`config.mk`:
```
export PLATFORM = sky130hd
export DESIGN_NAME = ram_fetch_ctrl
export DESIGN_NICKNAME = d
export VERILOG_FILES = /design/src/rtl/cpu_pkg.sv /design/src/rtl/ram_fetch_ctrl.sv
export SDC_FILE = /design/constraint.sdc
export NUM_CORES = 1
export LEC_CHECK = 0
export ABC_AREA = 1
export CAP_MARGIN = 40
export CELL_PAD_IN_SITES_DETAIL_PLACEMENT = 0
export CELL_PAD_IN_SITES_GLOBAL_PLACEMENT = 2
export CORE_UTILIZATION = 19
export DETAILED_ROUTE_END_ITERATION = 10
export GPL_TIMING_DRIVEN = 0
export PLACE_DENSITY_LB_ADDON = 0.1
export SLEW_MARGIN = 20
export SYNTH_ARGS = -nofsm -noshare
export SYNTH_HDL_FRONTEND = slang
export SYNTH_SLANG_ARGS = --single-unit
```
`constraint.sdc`:
```
create_clock -name clk -period 1.3 [get_ports clk]
set_input_delay 0.26 -clock clk [delete_from_list [all_inputs] [get_ports clk]]
set_output_delay 0.26 -clock clk [all_outputs]
set_load 0.03 [all_outputs]
```
`src/rtl/cpu_pkg.sv`:
```
// cpu_pkg: opcode encodings and fetch-controller state type shared by the
// core-side blocks that talk to the instruction/data RAM.
//   OP_MVI / OP_LD / OP_ST  : 5-bit opcodes held in instr[OPCODE_MSB:OPCODE_LSB]
//   fetch_state_t           : states of the RAM fetch/arbitration controller
package cpu_pkg;

  localparam logic [4:0] OP_MVI = 5'b00001;
  localparam logic [4:0] OP_LD  = 5'b00100;
  localparam logic [4:0] OP_ST  = 5'b00101;

  localparam int OPCODE_MSB = 31;
  localparam int OPCODE_LSB = 27;

  typedef enum logic [2:0] {
    S_ISSUE,
    S_INSTR,
    S_IMM,
    S_HOLD,
    S_DWAIT
  } fetch_state_t;

endpackage

```
`src/rtl/ram_fetch_ctrl.sv`:
```
// ram_fetch_ctrl: initiator of the single-port instruction/data RAM.
// Fetches instruction words from the PC, gathers the trailing immediate word
// of mvi, presents {instr, imm} to the decode stage on a valid/ready
// handshake, and slots core load/store requests onto the same RAM port while
// the RAM is idle.
// Ports:
//   clk, rst_n                      clock, asynchronous active-low reset
//   mem_wr_en/mem_addr/mem_wdata    RAM request (read every cycle, 1-cycle latency)
//   mem_rdata                       RAM read data
//   instr_valid/instr_ready         instruction handshake to the core
//   instr/imm/instr_pc              fetched instruction, immediate, its address
//   redirect_valid/redirect_pc      branch taken: flush and refetch
//   d_req/d_we/d_addr/d_wdata       core load/store request (held until d_done)
//   d_done/d_rdata                  access-complete pulse, load data
module ram_fetch_ctrl
  import cpu_pkg::*;
#(
  parameter int                DATA_W   = 32,
  parameter int                ADDR_W   = 10,
  parameter logic [ADDR_W-1:0] RESET_PC = '0
) (
  input  logic              clk,
  input  logic              rst_n,
  output logic              mem_wr_en,
  output logic [ADDR_W-1:0] mem_addr,
  output logic [DATA_W-1:0] mem_wdata,
  input  logic [DATA_W-1:0] mem_rdata,
  output logic              instr_valid,
  input  logic              instr_ready,
  output logic [DATA_W-1:0] instr,
  output logic [DATA_W-1:0] imm,
  output logic [ADDR_W-1:0] instr_pc,
  input  logic              redirect_valid,
  input  logic [ADDR_W-1:0] redirect_pc,
  input  logic              d_req,
  input  logic              d_we,
  input  logic [ADDR_W-1:0] d_addr,
  input  logic [DATA_W-1:0] d_wdata,
  output logic              d_done,
  output logic [DATA_W-1:0] d_rdata
);

  fetch_state_t      state_q, state_d;
  fetch_state_t      ret_q, ret_d;
  logic [ADDR_W-1:0] pc_q, pc_d;
  logic [DATA_W-1:0] instr_q, instr_d;
  logic [DATA_W-1:0] imm_q, imm_d;
  logic [ADDR_W-1:0] instr_pc_q, instr_pc_d;
  logic              d_accept;
  logic              is_mvi;

  assign is_mvi = (mem_rdata[OPCODE_MSB:OPCODE_LSB] == OP_MVI);

  // A data access may only start while the RAM port is idle. A redirect in
  // the same cycle wins; the held d_req is then taken on the next cycle.
  // Gating with rst_n keeps mem_wr_en low for the whole reset interval.
  assign d_accept = rst_n && d_req && !redirect_valid &&
                    ((state_q == S_ISSUE) || (state_q == S_HOLD));

  always_comb begin
    state_d    = state_q;
    ret_d      = ret_q;
    pc_d       = pc_q;
    instr_d    = instr_q;
    imm_d      = imm_q;
    instr_pc_d = instr_pc_q;
    mem_addr   = pc_q;
    mem_wr_en  = 1'b0;

    unique case (state_q)
      S_ISSUE: begin
        // mem_addr already carries pc: this cycle is the fetch read.
        state_d = S_INSTR;
      end
      S_INSTR: begin
        instr_d    = mem_rdata;
        instr_pc_d = pc_q;
        pc_d       = pc_q + 1'b1;
        if (is_mvi) begin
          // Immediate sits in the next word; the address wraps with the PC.
          mem_addr = pc_q + 1'b1;
          state_d  = S_IMM;
        end else begin
          imm_d   = '0;
          state_d = S_HOLD;
        end
      end
      S_IMM: begin
        imm_d   = mem_rdata;
        pc_d    = pc_q + 1'b1;
        state_d = S_HOLD;
      end
      S_HOLD: begin
        if (instr_ready) state_d = S_ISSUE;
      end
      S_DWAIT: begin
        state_d = ret_q;
      end
      default: begin
        state_d = S_ISSUE;
      end
    endcase

    // Load/store preempts both the fetch issue and the handshake.
    if (d_accept) begin
      mem_addr  = d_addr;
      mem_wr_en = d_we;
      ret_d     = state_q;
      state_d   = S_DWAIT;
    end

    // Redirect flushes everything fetched or in flight. In S_DWAIT the data
    // access still completes; only the return target changes.
    if (redirect_valid) begin
      pc_d       = redirect_pc;
      state_d    = S_ISSUE;
      ret_d      = S_ISSUE;
      instr_d    = instr_q;
      imm_d      = imm_q;
      instr_pc_d = instr_pc_q;
    end
  end

  always_ff @(posedge clk or negedge rst_n) begin
    if (!rst_n) begin
      state_q    <= S_ISSUE;
      ret_q      <= S_ISSUE;
      pc_q       <= RESET_PC;
      instr_q    <= '0;
      imm_q      <= '0;
      instr_pc_q <= '0;
    end else begin
      state_q    <= state_d;
      ret_q      <= ret_d;
      pc_q       <= pc_d;
      instr_q    <= instr_d;
      imm_q      <= imm_d;
      instr_pc_q <= instr_pc_d;
    end
  end

  assign mem_wdata   = d_wdata;
  assign instr_valid = (state_q == S_HOLD);
  assign instr       = instr_q;
  assign imm         = imm_q;
  assign instr_pc    = instr_pc_q;
  assign d_done      = (state_q == S_DWAIT);
  assign d_rdata     = mem_rdata;

endmodule

```
==> flow_summary.yaml, run 1 <==
outcome:
  run_status: "finished with violations"
  violations: "negative hold slack, negative setup slack"
place:
  pre_cts_slack_ns: -1.51
  gp_congestion: 0.754
  postPlaceCellArea_sq_mm: 0.00717
  dp_hpwl_um: 11900
  portBuffers: 208
timing:
  max_slew.worst_pin.slew_ns: 0.621
  finClkSkew_ns: 0.00808
  hold_viol_final: 37
  layout_setup_ws_ns: -0.713
  final_max_slew_viol_count: 0
  clock.fmax_mhz: 497
  setup_viol: 102
  maxSlewHeadroom_pct: 58.6
  rsz0062_at_grt: "true"
  layout_worst_path_cycle_share_pct: 155
  finalCriticalPeriod_ns: 2.01
  holdWs_ns: -0.245
floorplan:
  core_sq_mm: 0.0235
  chipWidth_um: 157
  start_util_pct: 19.4
  io_pins: 241
  die_area_sq_mm: 0.0247
  die_h_um: 157
  rows: 56
routing:
  wl_met2_um: 8080
  first_pass_iters: 5
  top_layer_used: "met4"
  drc: 0
  drt_iter0_markers: 160
  wirelength_um: 17000
  ant_nets: 0
  wl_per_cell_um: 14.8
  vias: 4586
  wl_met1_um: 7620
  vias_per_cell: 4.01
  wl_met3_um: 1110
setup_path:
  arrival_ns: 1.75
  critPathRequiredTime_ns: 1.04
  critPathCaptureType: "output pin"
  worst_setup_path_start_kind: "register"
  crit_fanout: 3
  crit_type: "reg2out"
clock_tree:
  clk_path_buf_depth: 2
  h-tree-depth: 3
  numCtsBuffers: 9
  cts_tree: "yes"
  clock_latency_ns: 0.36
  clock_sinks: 90
  root_buffer: "clkbuf_16"
  clk_pin_slew_ns: 0.07
global_route:
  grt_first_pass_wirelength_um: 25600
  grt_usage_pct: 13.8
  first_global_vias: 4501
  grt_max_degree: 40
  grt_antenna_before_repair: 1
  grt_overflow: 0
pwr:
  irDropWorstVdd_uv: 737
  power.density_mw_per_mm2: 2130
  p_leak_nw: 4.05
cells_and_area:
  nets: 909
  n_fill_cell: 2577
  final_area_sq_mm: 0.00776
  area_delta_synth_final_pct: 70.1
  drive_above_1_share_pct: 39.0
synth:
  ys_warn_count: 0
  synth_seq_cells: 90
  postSynthCellCount: 574
  synthesis.area_sq_mm: 0.00457
  syn-num-nets: 665
  ys_seq_area_share_pct: 49.3
  avgSynthCellArea_sq_um: 7.95
  synth_cell_type_count: 26
run:
  cap_violations: 0
min_path:
  min_path_type: "in2async"
-- synth_stat cells (all sizes together) --
library cell / count / area share, %
o21ai: 19 / 2.3
a21boi: 1 / 0.16
nand2: 262 / 22
a21oi: 4 / 0.69
clkbuf: 6 / 0.49
ha: 1 / 0.27
nor3b: 1 / 0.16
a22oi: 3 / 0.49
buf: 80 / 13
o211ai: 5 / 0.82
nand3: 59 / 6.6
nor2: 16 / 1.4
xnor2: 1 / 0.19
inv: 25 / 2.1
nor3: 1 / 0.11
dfrtp: 90 / 49
-- worst paths after layout --
check	endpoint	from	slack, ns	cells after the start
min	imm[30]$_DFFE_PN0P_	rst_n	-0.25	1
max	mem_addr[9]	state_q[1]$_DFFE_PN0P_	-0.71	9
max reg2reg	imm[3]$_DFFE_PN0P_	state_q[2]$_DFFE_PN0P_	-0.27	11
max in group asynchronous	instr[30]$_DFFE_PN0P_	rst_n	0.97	2
min reg2reg	imm[26]$_DFFE_PN0P_	imm[26]$_DFFE_PN0P_	0.47	2
min in group clk	imm[6]$_DFFE_PN0P_	mem_rdata[6]	0.18	3
-- power by group --
| group | internal, mW | switching [mW] |
|---|---|---|
| clock | 1.73 | 1.29 |
| combinational | 3.10 | 5.68 |
| sequential | 4.00 | 0.765 |
| total | 8.83 | 7.73 |
-- per-layer routing --
metal	vias to the layer above	track usage, %
met4	0	2.87
li1	2230	-
met1	2184	17.8
met3	11	4.16
met2	161	22.6
met5	-	0
-- flip-flops by register name (all words and copies together), names as in the netlist --
name and count:
imm 32, instr 32, instr_pc 10, pc_q 10, ret_q 3, state_q 3
-- critical path, cell delays in order, from the launching register on --
cell     delay [ns]
dfrtp_2        0.45
nor2_4         0.11
nand2_2        0.07
a21oi_4        0.20
buf_6          0.16
buf_6          0.09
a21oi_2        0.03
nand2_2        0.10
nand2_4        0.05
buf_6          0.13
-- kinds of logic after synthesis --
family	synth area share [%]
fa+ha+maj	0.274
simple gates	30.1
compound gates	4.49
xor+xnor	0.192
buf+inv	15.6
flops	49.3
-- cell type report --
| cell class | instances | area (sq um) | area share, % |
|---|---|---|---|
| Clock buffer | 9 | 225 | 2.90 |
| Clock inverter | 7 | 106 | 1.37 |
| Timing Repair Buffer | 233 | 2050 | 26.5 |
| Inverter | 25 | 106 | 1.37 |
| Multi-Input combinational cell | 373 | 1900 | 24.5 |
| Antenna cell | 1 | 2.50 | 0.0322 |
| Sequential cell | 90 | 2260 | 29.1 |
| Buffer | 86 | 714 | 9.20 |
| Tap cell | 319 | 399 | 5.14 |
-- placed cells by master (no fill, tap or decap), drive strengths merged, types with 2 or more instances in the layout --
cell type / Yosys / routed
a21oi: 4 / 4
a22oi: 3 / 3
buf: 80 / 204
bufinv: 0 / 2
clkbuf: 6 / 17
clkdlybuf4s15: 0 / 19
clkdlybuf4s50: 0 / 55
dfrtp: 90 / 90
dlygate4sd2: 0 / 26
dlymetal6s2s: 0 / 6
inv: 25 / 30
nand2: 262 / 262
nand3: 59 / 59
nor2: 16 / 16
o211ai: 5 / 5
o21ai: 19 / 19
-- timing repair --
item,in CTS,in global routing
gates resized for setup,694,60
cloned,1,2
hold endpoints to repair,37,37
endpoints found under the setup margin,209,122
pin swaps,9,7
setup buffers,17,5
-- stage by stage --
stage          std cells  util [%]  power (mW)  setup TNS (ns)  hold slack [ns]
2_1_floorplan        574         -        9.77           -2.87          -0.0356
3_3_place_gp        1101      30.3        13.6         -501.40            0.455
3_5_place_dp        1102      30.5        13.7          -90.90            0.208
4_1_cts             1136      31.9        16.4          -30.29           -0.211
5_1_grt             1143      33.0        17.7          -30.22           -0.244
6_report            1143      33.0        16.6          -22.10           -0.245
(Power assumes the default switching activity.)
==> inputs of run 2 (changes only) <==
- CORE_UTILIZATION: 19 -> 22
- clock period: 1.3 -> 2.51 ns (I/O delays scaled with it)
==> run 2 against run 1 <==
- the run now ends clean
- total power is 49% lower
- via count is 3.8% lower
- critical path depth up 1
- hold slack improved by 0.35 ns
- global-route usage rose by 1.1 points
- clock power decreased by 48%
- sequential power decreased by 48%
- combinational power shrank 50%
- design area fell by 4.8%
==> flow_summary.yaml, run 2 (same netlist as run 1, synthesis figures left out) <==
cells_and_area:
  utilization_pct: 36.4
  final_common_cell: "nand2_1"
  area_delta_synth_final_pct: 62.0
  nets: 891
  final_cell_mix: "257 x nand2_1, 189 x clkdlybuf4s50_1, 89 x dfrtp_1"
  antenna_cells: 0
  multi_input_area_sq_mm: 0.00164
  drive_above_1_share_pct: 17.1
  n_fill_cell: 2161
  final_area_sq_mm: 0.00740
  fin_cells: 1075
  ff_latch_area_sq_mm: 0.00225
global_route:
  busiest_layer: "met2"
  grt_overflow: 0
  use_met1_pct: 19.5
  grt_max_degree: 47
  met2_usage_pct: 24.4
  grt_use_met3_pct: 3.69
  grt_usage_pct: 14.9
  first_global_vias: 4483
  grt_antenna_before_repair: 0
  grt_first_pass_wirelength_um: 24600
setup_path:
  arrival_ns: 1.91
  r2r_start: "state_q[1]$_DFFE_PN0P_"
  ff2ff_path_depth: 6
  worst_setup_path_start_kind: "input port"
  crit_type: "in2out"
  critPathRequiredTime_ns: 2.01
  crit_fanout: 10
  crit_chain: "clkdlybuf4s15_2 -> inv_2 -> buf_8 -> nand3_2 -> a21oi_4 -> inv_2 -> buf_6 -> nand3_1 -> nand2_1 -> buf_2"
  rr_endpoint: "instr[19]$_DFFE_PN0P_"
  critPathCaptureType: "output pin"
  crit_start: "redirect_valid"
  critPathMaxStageDelay_ns: 0.25
  critPathSlowestCell: "clkdlybuf4s15_2"
  critPathTopFamily: "buffers and inverters"
  critical_path.most_common_cell: "inv_2"
  crit_buf_inv: 6
  reg2reg_slack_ns: 0.90
place:
  portBuffers: 208
  dp_hpwl_um: 11300
  pre_cts_slack_ns: -0.877
  postPlaceCellArea_sq_mm: 0.00701
  gp_congestion: 0.765
  place_inst: 1053
timing:
  setup_viol: 0
  max_slew.worst_pin.slew_ns: 0.543
  layout_setup_ws_ns: 0.0930
  finalCriticalPeriod_ns: 2.42
  maxSlewHeadroom_pct: 63.8
  hold_viol_final: 0
  final_max_slew_viol_count: 0
  rsz0062_at_grt: "true"
  finClkSkew_ns: 0.00679
  layout_worst_path_cycle_share_pct: 96.3
  clock.fmax_mhz: 414
routing:
  wirelength_um: 15200
  vias_per_cell: 4.11
  drc: 0
  drt_iter0_markers: 249
  first_pass_iters: 4
  vias: 4413
  ant_nets: 0
  wl_per_cell_um: 14.1
pwr:
  power.density_mw_per_mm2: 1140
  swShare_pct: 43.9
  p_int_mw: 4.72
  power_frac_seq_pct: 29.3
  switchingPower_mw: 3.70
  clockPowerShare_pct: 18.8
  irDropWorstVdd_uv: 285
  p_leak_nw: 3.63
  combPwrFrac_pct: 51.9
clock_tree:
  clock_latency_ns: 0.35
  holdBufCountCts: 0
  numCtsBuffers: 9
  clk_path_buf_depth: 2
  clk_pin_slew_ns: 0.06
  clock_sinks: 90
  h-tree-depth: 3
  cts_tree: "yes"
  root_buffer: "clkbuf_16"
run:
  cap_violations: 0
min_path:
  min_path_type: "in2async"
floorplan:
  core_sq_mm: 0.0203
  die_area_sq_mm: 0.0213
  io_pins: 241
  start_util_pct: 22.5
  chipWidth_um: 146
  die_h_um: 146
  rows: 52
outcome:
  run_status: "finished clean"
## run 2: cell count changes in the layout (fill, tap and decap cells not counted), sizes merged, moves of 2 or more
cell           delta
clkdlybuf4s50   +134
clkinv            +2
clkdlybuf4s15    -18
buf             -107
inv               -5
dlygate4sd2      -22
dlymetal6s2s      -4
## run 2: metrics by stage
step / power [mW] / hold slack (ns) / setup TNS [ns]
floorplan: 4.98 / 0.206 / 0
global placement: 6.94 / 0.455 / -316.81
detailed placement: 6.98 / 0.457 / -9.27
CTS: 8.55 / 0.102 / -0.0790
global route: 8.98 / 0.132 / -0.00508
finish: 8.42 / 0.105 / 0
## run 2: what timing repair did
action	CTS	global route
setup buffers	4	1
pin swaps	5	0
gates resized for setup	67	14
setup endpoints to repair	11	11
gates cloned	1	0
## run 2: worst max path at each step
| stage | end | depth (start not counted) |
|---|---|---|
| floorplan | mem_wr_en | 7 |
| global placement | mem_addr[9] | 7 |
| detailed placement | mem_addr[7] | 8 |
| CTS | mem_addr[7] | 9 |
| global route | mem_addr[7] | 10 |
| finish | mem_addr[7] | 10 |
## run 2: power by group through the flow
stage	clock network, mW	registers (mW)	logic, mW
floorplan	0	3.51	1.47
global placement	0	2.48	4.46
detailed placement	0	2.50	4.48
CTS	1.63	2.48	4.45
global route	1.69	2.56	4.73
finish	1.58	2.47	4.37
## run 2: area by class of cell
cell class / instances / area share, %
Clock inverter: 6 / 1.56
Multi-Input combinational cell: 374 / 22.2
Inverter: 25 / 1.34
Clock buffer: 10 / 3.10
Timing Repair Buffer: 214 / 28.4
Sequential cell: 90 / 30.5
Tap cell: 270 / 4.57
Buffer: 86 / 8.39
## run 2: worst reg2reg max path, delay by kind of cell, from the launching register on
kind	cells	cell delay, ns
simple gates	4	0.53
buf+inv	2	0.57
flops	1	0.45
## run 2: per-layer routing
layer | part of all wire (%) | up-vias
li1 | - | 2201
met2 | 47 | 161
met3 | 5.8 | 8
met1 | 46 | 2043
met4 | 0.96 | 0
met5 | 0 | -
==> inputs of run 3 (changes only) <==
- clock period: 2.51 -> 3 ns (I/O delays scaled with it)
==> run 3 against run 2 <==
- setup slack better by 0.074 ns
- design area about the same
- critical path depth fell by 1
- flip-flop and latch count is the same
- largest power group unchanged
==> flow_summary.yaml, run 3 (same netlist as run 1, synthesis figures left out) <==
routing:
  drc: 0
  wirelength_um: 15000
  ant_nets: 0
  drt_iter0_markers: 218
  wl_per_cell_um: 14.0
  first_pass_iters: 5
  vias_per_cell: 4.09
  vias: 4391
timing:
  setup_tns_ns: 0
  rsz0062_at_grt: "false"
  finClkSkew_ns: 0.00572
  maxSlewHeadroom_pct: 63.5
  layout_worst_path_cycle_share_pct: 94.4
  final_max_slew_viol_count: 0
  layout_setup_ws_ns: 0.167
  hold_viol_final: 0
  max_slew.worst_pin.slew_ns: 0.547
  finalCriticalPeriod_ns: 2.83
  clock.fmax_mhz: 353
  setup_viol: 0
cells_and_area:
  drive_above_1_share_pct: 15.9
  final_cell_mix: "257 x nand2_1, 193 x clkdlybuf4s50_1, 90 x dfrtp_1"
  antenna_cells: 0
  fin_cells: 1074
  utilization_pct: 36.4
  ff_latch_area_sq_mm: 0.00225
  nets: 890
  n_fill_cell: 2152
  area_delta_synth_final_pct: 62.0
  final_common_cell: "nand2_1"
  multi_input_area_sq_mm: 0.00163
setup_path:
  crit_chain: "clkdlybuf4s50_1 -> nor2_2 -> nand3_2 -> nor2_4 -> buf_4 -> nand2_1 -> nand3_1 -> nand2_1 -> clkdlybuf4s15_1"
  critPathCaptureType: "output pin"
  crit_fanout: 6
  worst_setup_path_start_kind: "input port"
  critPathMaxStageDelay_ns: 0.50
  critPathTopFamily: "buffers and inverters"
  critPathSlowestCell: "clkdlybuf4s50_1"
  arrival_ns: 2.23
  crit_type: "in2out"
  critical_path.most_common_cell: "nand2_1"
  critPathRequiredTime_ns: 2.40
  crit_buf_inv: 3
clock_tree:
  clock_latency_ns: 0.34
  root_buffer: "clkbuf_16"
  clk_pin_slew_ns: 0.06
  numCtsBuffers: 9
  clock_sinks: 90
  holdBufCountCts: 0
  h-tree-depth: 3
  cts_tree: "yes"
  clk_path_buf_depth: 2
floorplan:
  core_sq_mm: 0.0203
  io_pins: 241
  die_area_sq_mm: 0.0213
  start_util_pct: 22.5
  die_h_um: 146
  chipWidth_um: 146
  rows: 52
run:
  cap_violations: 0
global_route:
  grt_antenna_before_repair: 0
  first_global_vias: 4465
  grt_usage_pct: 14.8
  grt_first_pass_wirelength_um: 24500
  grt_max_degree: 47
  grt_overflow: 0
pwr:
  fin_total_pwr_mw: 7.04
  irDropWorstVdd_uv: 250
  p_leak_nw: 3.63
  power.density_mw_per_mm2: 952
place:
  pre_cts_slack_ns: -0.583
  portBuffers: 208
  dp_hpwl_um: 11300
  place_inst: 1053
  gp_congestion: 0.765
outcome:
  run_status: "finished clean"
min_path:
  min_path_type: "in2async"
-- run 3: changes by cell type in the layout (fill, tap and decap cells not counted), moves of 2 or more --
cell,delta
nor2_1,+2
clkdlybuf4s50_1,+4
buf_6,+2
clkdlybuf4s15_1,+2
buf_2,-11
clkdlybuf4s15_2,+2
dlygate4sd2_1,-3
clkbuf_2,+6
nand2_2,-2
-- run 3: final timing paths --
kind | start | end | slack [ns] | depth (start not counted)
worst max-delay path | mem_rdata[30] | mem_addr[3] | 0.17 | 9
worst min-delay path | rst_n | imm[29]$_DFFE_PN0P_ | 0.20 | 1
worst max register to register | state_q[1]$_DFFE_PN0P_ | instr[19]$_DFFE_PN0P_ | 1.35 | 6
worst min register to register | imm[22]$_DFFE_PN0P_ | imm[22]$_DFFE_PN0P_ | 0.47 | 2
max in group asynchronous | rst_n | instr[10]$_DFFE_PN0P_ | 2.20 | 2
min in group clk | imm[22]$_DFFE_PN0P_ | imm[22]$_DFFE_PN0P_ | 0.47 | 2
-- run 3: final cells by class --
class	instances	share of cell area, %
Buffer	86	8.34
Inverter	25	1.30
Sequential cell	90	30.4
Multi-Input combinational cell	373	22.0
Clock buffer	10	3.09
Timing Repair Buffer	214	28.7
Clock inverter	6	1.56
Tap cell	270	4.57
-- run 3: worst register-to-register path, delay by kind of cell (launching register included) --
kind / cells / cell delay (ns)
buf+inv: 2 / 0.61
simple gates: 4 / 0.55
flops: 1 / 0.43
-- run 3: where the power goes --
group	total, mW	internal [mW]	switching [mW]
clock	1.32	0.818	0.502
sequential	2.06	1.73	0.332
combinational	3.66	1.41	2.25
total	7.04	3.96	3.09
-- run 3: timing repair --
| action | in CTS | in global routing |
|---|---|---|
| gates resized for setup | 29 | 12 |
| pin swaps | 1 | 1 |
| setup endpoints to repair | 11 | 11 |
| buffers inserted | 2 | 3 |
-- run 3: stage by stage --
stage	cell area (sq um)	hold WS, ns
6_report	7400	0.197
5_1_grt	7400	0.231
4_1_cts	7390	0.200
3_5_place_dp	7010	0.457
3_3_place_gp	6990	0.455
2_1_floorplan	4570	0.304
-- run 3: layer usage --
| layer | global-route usage, % | vias up | share of wire, % |
|---|---|---|---|
| li1 | - | 2192 | - |
| met3 | 3.72 | 8 | 6.5 |
| met4 | 3.75 | 0 | 0.97 |
| met2 | 24.1 | 161 | 47 |
| met1 | 19.5 | 2030 | 45 |
| met5 | 0 | - | 0 |
